==> config.mk <==
export PLATFORM = sky130hd
export DESIGN_NAME = instr_fetch_decode
export DESIGN_NICKNAME = d
export VERILOG_FILES = /design/src/rtl/mips_pkg.sv /design/src/rtl/branch_decode.sv /design/src/rtl/instr_fetch_decode.sv
export SDC_FILE = /design/constraint.sdc
export NUM_CORES = 1
export LEC_CHECK = 0
export CORE_UTILIZATION = 30
export CTS_BUF_LIST = sky130_fd_sc_hd__clkbuf_4
export DETAILED_ROUTE_END_ITERATION = 10
export PLACE_DENSITY = 0.89
export SKIP_CTS_REPAIR_TIMING = 1
export SLEW_MARGIN = 40
export SYNTH_ARGS = -nofsm -noshare
export SYNTH_HDL_FRONTEND = slang
export SYNTH_SLANG_ARGS = --single-unit
export TNS_END_PERCENT = 100
==> constraint.sdc <==
create_clock -name clk -period 1.6 [get_ports clk]
set_input_delay 0.16 -clock clk [delete_from_list [all_inputs] [get_ports clk]]
set_output_delay 0.16 -clock clk [all_outputs]
set_load 0.05 [all_outputs]
==> src/rtl/mips_pkg.sv <==
// mips_pkg: shared encodings for the multicycle MIPS core.
//   Opcode, SPECIAL funct and REGIMM rt-field constants used by the decoders,
//   plus the PC-unit phase encoding carried on the 2-bit `state` bus.
package mips_pkg;

  localparam logic [5:0] OP_SPECIAL = 6'h00;
  localparam logic [5:0] OP_REGIMM  = 6'h01;
  localparam logic [5:0] OP_J       = 6'h02;
  localparam logic [5:0] OP_JAL     = 6'h03;
  localparam logic [5:0] OP_BEQ     = 6'h04;
  localparam logic [5:0] OP_BNE     = 6'h05;
  localparam logic [5:0] OP_BLEZ    = 6'h06;
  localparam logic [5:0] OP_BGTZ    = 6'h07;

  localparam logic [5:0] FN_JR      = 6'h08;
  localparam logic [5:0] FN_JALR    = 6'h09;

  localparam logic [4:0] RT_BLTZ    = 5'h00;
  localparam logic [4:0] RT_BGEZ    = 5'h01;
  localparam logic [4:0] RT_BLTZAL  = 5'h10;
  localparam logic [4:0] RT_BGEZAL  = 5'h11;

  localparam logic [1:0] ST_FETCH   = 2'd0;
  localparam logic [1:0] ST_EXEC1   = 2'd1;
  localparam logic [1:0] ST_EXEC2   = 2'd2;

  // Little-endian bus word -> big-endian MIPS word.
  function automatic logic [31:0] bswap32(input logic [31:0] d);
    return {d[7:0], d[15:8], d[23:16], d[31:24]};
  endfunction

endpackage

==> src/rtl/branch_decode.sv <==
// branch_decode: combinational jump/branch flag decode of one MIPS word.
//   i_instr : instruction word
//   o_*     : one-hot control flags (all 0 for any non-jump/branch encoding)
// Shared with the ALU control decode, so it depends on nothing but the word.
module branch_decode
  import mips_pkg::*;
(
  input  logic [31:0] i_instr,
  output logic        o_j,
  output logic        o_jal,
  output logic        o_jr,
  output logic        o_jalr,
  output logic        o_beq,
  output logic        o_bne,
  output logic        o_blez,
  output logic        o_bgtz,
  output logic        o_bltz,
  output logic        o_bgez,
  output logic        o_bltzal,
  output logic        o_bgezal
);

  logic [5:0] w_op;
  logic [5:0] w_fn;
  logic [4:0] w_rt;

  assign w_op = i_instr[31:26];
  assign w_fn = i_instr[5:0];
  assign w_rt = i_instr[20:16];

  always_comb begin
    o_j = 1'b0; o_jal = 1'b0; o_jr = 1'b0; o_jalr = 1'b0;
    o_beq = 1'b0; o_bne = 1'b0; o_blez = 1'b0; o_bgtz = 1'b0;
    o_bltz = 1'b0; o_bgez = 1'b0; o_bltzal = 1'b0; o_bgezal = 1'b0;
    case (w_op)
      OP_SPECIAL: begin
        o_jr   = (w_fn == FN_JR);
        o_jalr = (w_fn == FN_JALR);
      end
      OP_REGIMM: begin
        o_bltz   = (w_rt == RT_BLTZ);
        o_bgez   = (w_rt == RT_BGEZ);
        o_bltzal = (w_rt == RT_BLTZAL);
        o_bgezal = (w_rt == RT_BGEZAL);
      end
      OP_J:    o_j    = 1'b1;
      OP_JAL:  o_jal  = 1'b1;
      OP_BEQ:  o_beq  = 1'b1;
      OP_BNE:  o_bne  = 1'b1;
      OP_BLEZ: o_blez = 1'b1;
      OP_BGTZ: o_bgtz = 1'b1;
      default: ;
    endcase
  end

endmodule

==> src/rtl/instr_fetch_decode.sv <==
// instr_fetch_decode: instruction fetch + IR + field/branch decode.
//   clk, rst            : clock, synchronous active-high reset
//   state, PC_out       : phase and address from the PC unit
//   address, read       : Avalon-style read master to instruction memory
//   waitrequest,readdata: memory handshake / returned word
//   STALL               : holds the PC unit while a fetch is outstanding
//   fetch_error         : sticky waitrequest timeout
//   instr + fields      : instruction register and decoded fields/flags
module instr_fetch_decode
  import mips_pkg::*;
#(
  parameter bit          SWAP_BYTES     = 1'b1,
  parameter int unsigned TIMEOUT_CYCLES = 255
) (
  input  logic        clk,
  input  logic        rst,
  input  logic [1:0]  state,
  input  logic [31:0] PC_out,
  output logic [31:0] address,
  output logic        read,
  input  logic        waitrequest,
  input  logic [31:0] readdata,
  output logic        STALL,
  output logic        fetch_error,
  output logic [31:0] instr,
  output logic [4:0]  rs_idx,
  output logic [4:0]  rt_idx,
  output logic [4:0]  rd_idx,
  output logic [15:0] I_immediate,
  output logic [25:0] J_immediate,
  output logic        J,
  output logic        JAL,
  output logic        JR,
  output logic        JALR,
  output logic        BEQ,
  output logic        BNE,
  output logic        BLEZ,
  output logic        BGTZ,
  output logic        BLTZ,
  output logic        BGEZ,
  output logic        BLTZAL,
  output logic        BGEZAL
);

  // Error fires on the edge that closes the TIMEOUT_CYCLES-th waited cycle,
  // i.e. when the pre-edge count is TIMEOUT_CYCLES-1 and the wait persists.
  localparam logic [7:0] TO_LAST = 8'(TIMEOUT_CYCLES - 1);

  logic [31:0] r_instr;
  logic [7:0]  r_wait_cnt;
  logic        r_fetch_error;
  logic        w_fetch;
  logic        w_accept;
  logic [31:0] w_word;

  assign w_fetch  = (state == ST_FETCH);
  assign address  = PC_out;
  assign read     = w_fetch & ~rst & ~r_fetch_error;
  assign w_accept = read & ~waitrequest;
  assign STALL    = rst | r_fetch_error | (w_fetch & ~w_accept);
  assign w_word   = SWAP_BYTES ? bswap32(readdata) : readdata;

  always_ff @(posedge clk) begin
    if (rst) begin
      r_instr       <= '0;
      r_wait_cnt    <= '0;
      r_fetch_error <= 1'b0;
    end else begin
      if (w_accept) r_instr <= w_word;
      if (!w_fetch || w_accept) begin
        r_wait_cnt <= '0;
      end else if (read && waitrequest) begin
        r_wait_cnt <= r_wait_cnt + 8'd1;
        if (r_wait_cnt == TO_LAST) r_fetch_error <= 1'b1;
      end
    end
  end

  assign fetch_error = r_fetch_error;
  assign instr       = r_instr;
  assign rs_idx      = r_instr[25:21];
  assign rt_idx      = r_instr[20:16];
  assign rd_idx      = r_instr[15:11];
  assign I_immediate = r_instr[15:0];
  assign J_immediate = r_instr[25:0];

  branch_decode u_bdec (
    .i_instr (r_instr),
    .o_j     (J),
    .o_jal   (JAL),
    .o_jr    (JR),
    .o_jalr  (JALR),
    .o_beq   (BEQ),
    .o_bne   (BNE),
    .o_blez  (BLEZ),
    .o_bgtz  (BGTZ),
    .o_bltz  (BLTZ),
    .o_bgez  (BGEZ),
    .o_bltzal(BLTZAL),
    .o_bgezal(BGEZAL)
  );

endmodule

# ---- Yosys cells after proc, flatten, opt, wreduce, memory -nomap -nowiden
# Cells that the tools add are included.
dict set report classes {
  addsub 1
  mul 0
  div_mod_pow 0
  order_cmp 0
  eq_ne 13
  n_shift 0
  muxes 12
  bitwise_logic 11
  n_reduce_logical 8
}
# op n
set ops {}
lappend ops {{$eq A6 B3 Y1 const B} 4}
lappend ops {{$eq A6 B2 Y1 const B} 2}
lappend ops {{$eq A6 B4 Y1 const B} 2}
lappend ops {{$mux W1} 12}
lappend ops {{$eq A5 B5 Y1 const B} 2}
lappend ops {{$add A8 B1 Y8 const B} 1}
lappend ops {{$eq A8 B8 Y1 const B} 1}
lappend ops {{$eq A6 B1 Y1 const B} 1}
lappend ops {{$logic_not A6 Y1} 1}
lappend ops {{$eq A5 B1 Y1 const B} 1}
lappend ops {{$logic_not A5 Y1} 1}
lappend ops {{$not A1 Y1} 5}
lappend ops {{$and A1 B1 Y1} 4}
lappend ops {{$reduce_and A3 Y1} 1}
lappend ops {{$logic_not A2 Y1} 1}
lappend ops {{$or A1 B1 Y1} 2}
lappend ops {{$reduce_or A2 Y1} 1}
lappend ops {{$logic_and A1 B1 Y1} 1}
lappend ops {{$logic_not A1 Y1} 1}
lappend ops {{$logic_or A1 B1 Y1} 1}
dict set report totals {
  reg_bits 41
  latchBits 0
  ramBits 0
  rom_bits 0
  input_bits 69
  wordCells 48
  n_memories 0
}

# ---- Logic depth before layout (Yosys ltp)
dict set report depth {
  ltp_word 7
  mapped_depth 6
  mapped_depth_nobuf 5
}

# ---- Modules after synthesis
# From an unflattened synthesis, not the netlist that was laid out.
dict set report hier_totals {
  cells_unflattened 318
  area_unflattened_um2 2526.2
}
# module n_inst cells_each area_per_inst_um2 seq_area_each_um2
set modules_own_cells {}
lappend modules_own_cells {instr_fetch_decode 1 291 2341.0 820.8}
lappend modules_own_cells {branch_decode 1 27 185.2 0.0}

# ---- Least setup slack after synthesis
# Ideal clock, no wire load.
dict set report synth_path {
  path_type {register to output}
  startpoint {reg r_instr[29], in the netlist instr[29]}
  endpoint {out BNE}
  t_arrival_ps 2016
  t_required_ps 1440
  path_slack_ps -576
  path_stages_with_launch 4
  path_buffers 0
  path_cell_list {dfxtp_1 nor3_1 nand2_1 nor3b_1}
}
dict set report synth_between {
  elab_chain_cells 2
}
# element line_no
set synth_rtl {}
lappend synth_rtl {{start, declared} instr_fetch_decode.sv:49} ;# logic [31:0] r_instr;
lappend synth_rtl {{start signal, assigned} instr_fetch_decode.sv:69} ;# if (w_accept) r_instr <= w_word;
lappend synth_rtl {{$eq A6 B3 Y1} branch_decode.sv:35} ;# case (w_op)
lappend synth_rtl {{$mux W1} branch_decode.sv:35}
lappend synth_rtl {{end, declared} instr_fetch_decode.sv:36} ;# output logic BNE,
# No other way between the ends.

# ---- Final worst setup path
dict set report layout_path {
  startpoint {reg r_instr[30], in the netlist instr[30]}
  endpoint {out BLTZAL}
}
dict set report layout_between {
  elab_chain_cells 2
}
# element line_no
set layout_rtl {}
lappend layout_rtl {{$eq A6 B1 Y1} branch_decode.sv:35}
lappend layout_rtl {{$mux W1} branch_decode.sv:35}
lappend layout_rtl {{end, declared} instr_fetch_decode.sv:41} ;# output logic BLTZAL,
# No other way between the ends.

==> summary.txt <==
Die
  • Die area: 8621 µm²
  • Initial Util: 31.55%
  • Core box area: 7848 µm²
  • Die W: 92.85 µm
  • IO Count: 205
  • Num rows: 32
  • Die height: 92.85 µm

Setup path
  • Worst R2R End: r_wait_cnt[7]
  • R2R depth: 5
  • Register-to-register setup slack: -0.11 ns
  • Worst-path maximum fanout: 6
  • Reg2reg start: fetch_error
  • Setup crit end kind: output port
  • Worst Setup Path Type: reg -> out
  • Worst path required time: 1.44 ns
  • Setup crit start kind: flop
  • Worst endpoint data arrival time: 1.84 ns

Worst hold path
  • Hold Path Depth: 0
  • Worst Hold Class: in -> out
  • HP Start: PC_out[12]
  • Worst Hold Endpoint: address[12]

Timing
  • Worst-Margin Slew: 0.4119 ns
  • Setup violations, final: 36
  • Setup ws final: -0.3955 ns
  • Worst Skew: 0.005560 ns
  • Relative slew slack: 72.15%
  • Fmax: 501.1 MHz
  • Hold Fails Final Rpt: 0
  • Final critical-path required period: 1.996 ns
  • Fin. max-slew vios: 0
  • Final worst path period share: 124.7%
  • Hold WS: 0.3200 ns
  • Setup TNS: -4.171 ns
  • RSZ-0062 raised after global routing: true

Synth
  • Syn_area_per_cell: 7.936 µm²
  • Flops & latches, synth: 41
  • Post-synth net total: 383
  • Synth Cell Area: 2476 µm²
  • Adder-Cell Fraction of Synth Area: 1.011%
  • XOR/XNOR Fraction of Synth Area: 0%
  • Synth Instances: 312
  • Synth Flop Type: dfxtp_1
  • Simple-gate area share of the yosys netlist: 18.19%
  • Post-synthesis sequential area ratio: 33.15%
  • EDFF count, synth: 0
  • Synth async-reset ratio: 0%
  • Largest family of logic cells by synthesized area: buffers and inverters
  • Synthesized-area fraction occupied by ao, oa, aoi and oai cells: 15.72%
  • Synth Warn #: 0
  • Mux cell area share after synthesis: 1.213%
  • Distinct cells, synth: 32

CTS
  • CTS tree: built
  • CTS Buffer Depth: 2
  • Clock root buffer: clkbuf_4
  • H-tree depth: 2
  • Reg clk slew, reported paths: 0.13 ns
  • Clk Latency, worst-skew pair: 0.35 ns
  • CTS buffer count: 5
  • CTS Sinks: 41

Layout
  • Fin area: 3805 µm²
  • Area Overhead vs Synth: 53.66%
  • Fillers: 717
  • Share of cells above drive strength 1: 48.83%
  • Nets@finish: 455

Placement
  • PortBufs: 140
  • Post-DP Area: 3416 µm²
  • Pre-CTS setup slack: -0.3339 ns
  • RD Place Congestion: 0.8169
  • DP HPWL: 5351 µm

Drt
  • Avg Vias per Cell: 4.951
  • Remaining antenna violation count: 0
  • WL final: 7418 µm
  • DRC: 0
  • 1st-pass router iterations: 4
  • Initial DRC count: 63
  • Total number of vias: 2416
  • Routed wire length per instance: 15.20 µm

Power and ir drop
  • Maximum VDD drop: 0.4524 mV
  • Static Leak: 1.555 nW
  • PD cells: 650.9 nW/µm²

Global routing
  • Largest net degree at the start of global routing: 39
  • All-Layer GR Usage: 15.84%
  • Vias in the first global route: 2195
  • First-pass GRT wire length: 10900 µm
  • Gr ovfl total: 0
  • Antenna violations before repair: 1

Run
  • Maxcap violations: 0

Status
  • Status: complete, but fails checks
  • Failing checks: setup timing
## state kept, by name (all words and copies together) (netlist names)
signal,flops
fetch_error,1
instr,32
r_wait_cnt,8
## worst max-delay path, stage by stage, from the launching register on
cell	delay (ns)
dfxtp_2	0.34
or4_4	0.55
nor2_4	0.18
and4b_4	0.28
buf_12	0.14
## layout make-up
cell class	count	area, µm²	share of cell area, %
repair buffers	172	1634	42.95
multi-input cells	159	1084	28.48
flip-flops and latches	41	832.0	21.87
well taps	102	127.6	3.354
clock inverters	3	65.06	1.710
clock buffers	5	37.54	0.9865
inverters	5	22.52	0.5919
diodes	1	2.502	0.06577
## cells in the mapped netlist (5+ instances only)
cell type	number	area, µm²
o21ai_0	34	170.2
nand2_1	5	18.77
a21oi_1	37	185.2
dfxtp_1	41	820.8
buf_2	5	25.02
buf_4	89	668.1
nor3_1	5	25.02
nor2_1	8	30.03
nand3_1	39	195.2
clkbuf_1	13	48.80
## metrics by stage
stage,power [mW],util [%],instances
2_1_floorplan,1.617,-,312
3_3_place_gp,1.591,43.53,470
3_5_place_dp,1.597,43.53,470
4_1_cts,2.444,44.83,478
5_1_grt,2.572,48.45,487
6_report,2.477,48.49,488
## worst max path at each step
stage | cells after the start | endpoint | from | slack [ns]
after floorplan | 3 | BLTZAL | instr[28] | -0.13
after global placement | 4 | r_wait_cnt[5] | state[0] | -0.31
after detailed placement | 4 | r_wait_cnt[5] | state[0] | -0.33
after CTS | 4 | BLTZAL | instr[28] | -0.53
after global routing | 4 | BLTZAL | instr[30] | -0.46
final | 4 | BLTZAL | instr[30] | -0.40
## kinds of logic (layout without fill, tap and decap cells)
group                      after synthesis  after routing
AOI/OAI and AO/OA                       75             75
adders and majority gates                2              2
buffers and inverters                  112            185
DFF                                     41             41
muxes                                    3              3
other                                    0              1
and+or+nand+nor                         79             79
## power by group
group	switching (mW)	internal [mW]	leakage, nW
Combinational	0.338	0.234	1.16
Clock	0.362	0.484	0.0552
Sequential	0.0224	1.04	0.335
## layout by cell type, fill, tap and decap left out, drive strengths merged, types with 4 or more instances in the layout
master,synthesis,layout
buf,94,135
dfxtp,41,41
nand3,39,39
a21oi,37,37
clkdlybuf4s50,0,36
o21ai,34,34
nor2,8,8
clkbuf,13,6
nand2,5,5
nor3,5,5
or4,4,4
## metal layers
layer  vias to the layer above  track usage [%]  part of all wire (%)
met4                         0            5.897                   1.7
met2                       112            27.21                    52
li1                       1139                -                     -
met5                         -                0                     0
met3                        21            4.680                   7.8
met1                      1144            18.47                    39
No activity file was read; power rests on OpenSTA's default activity.
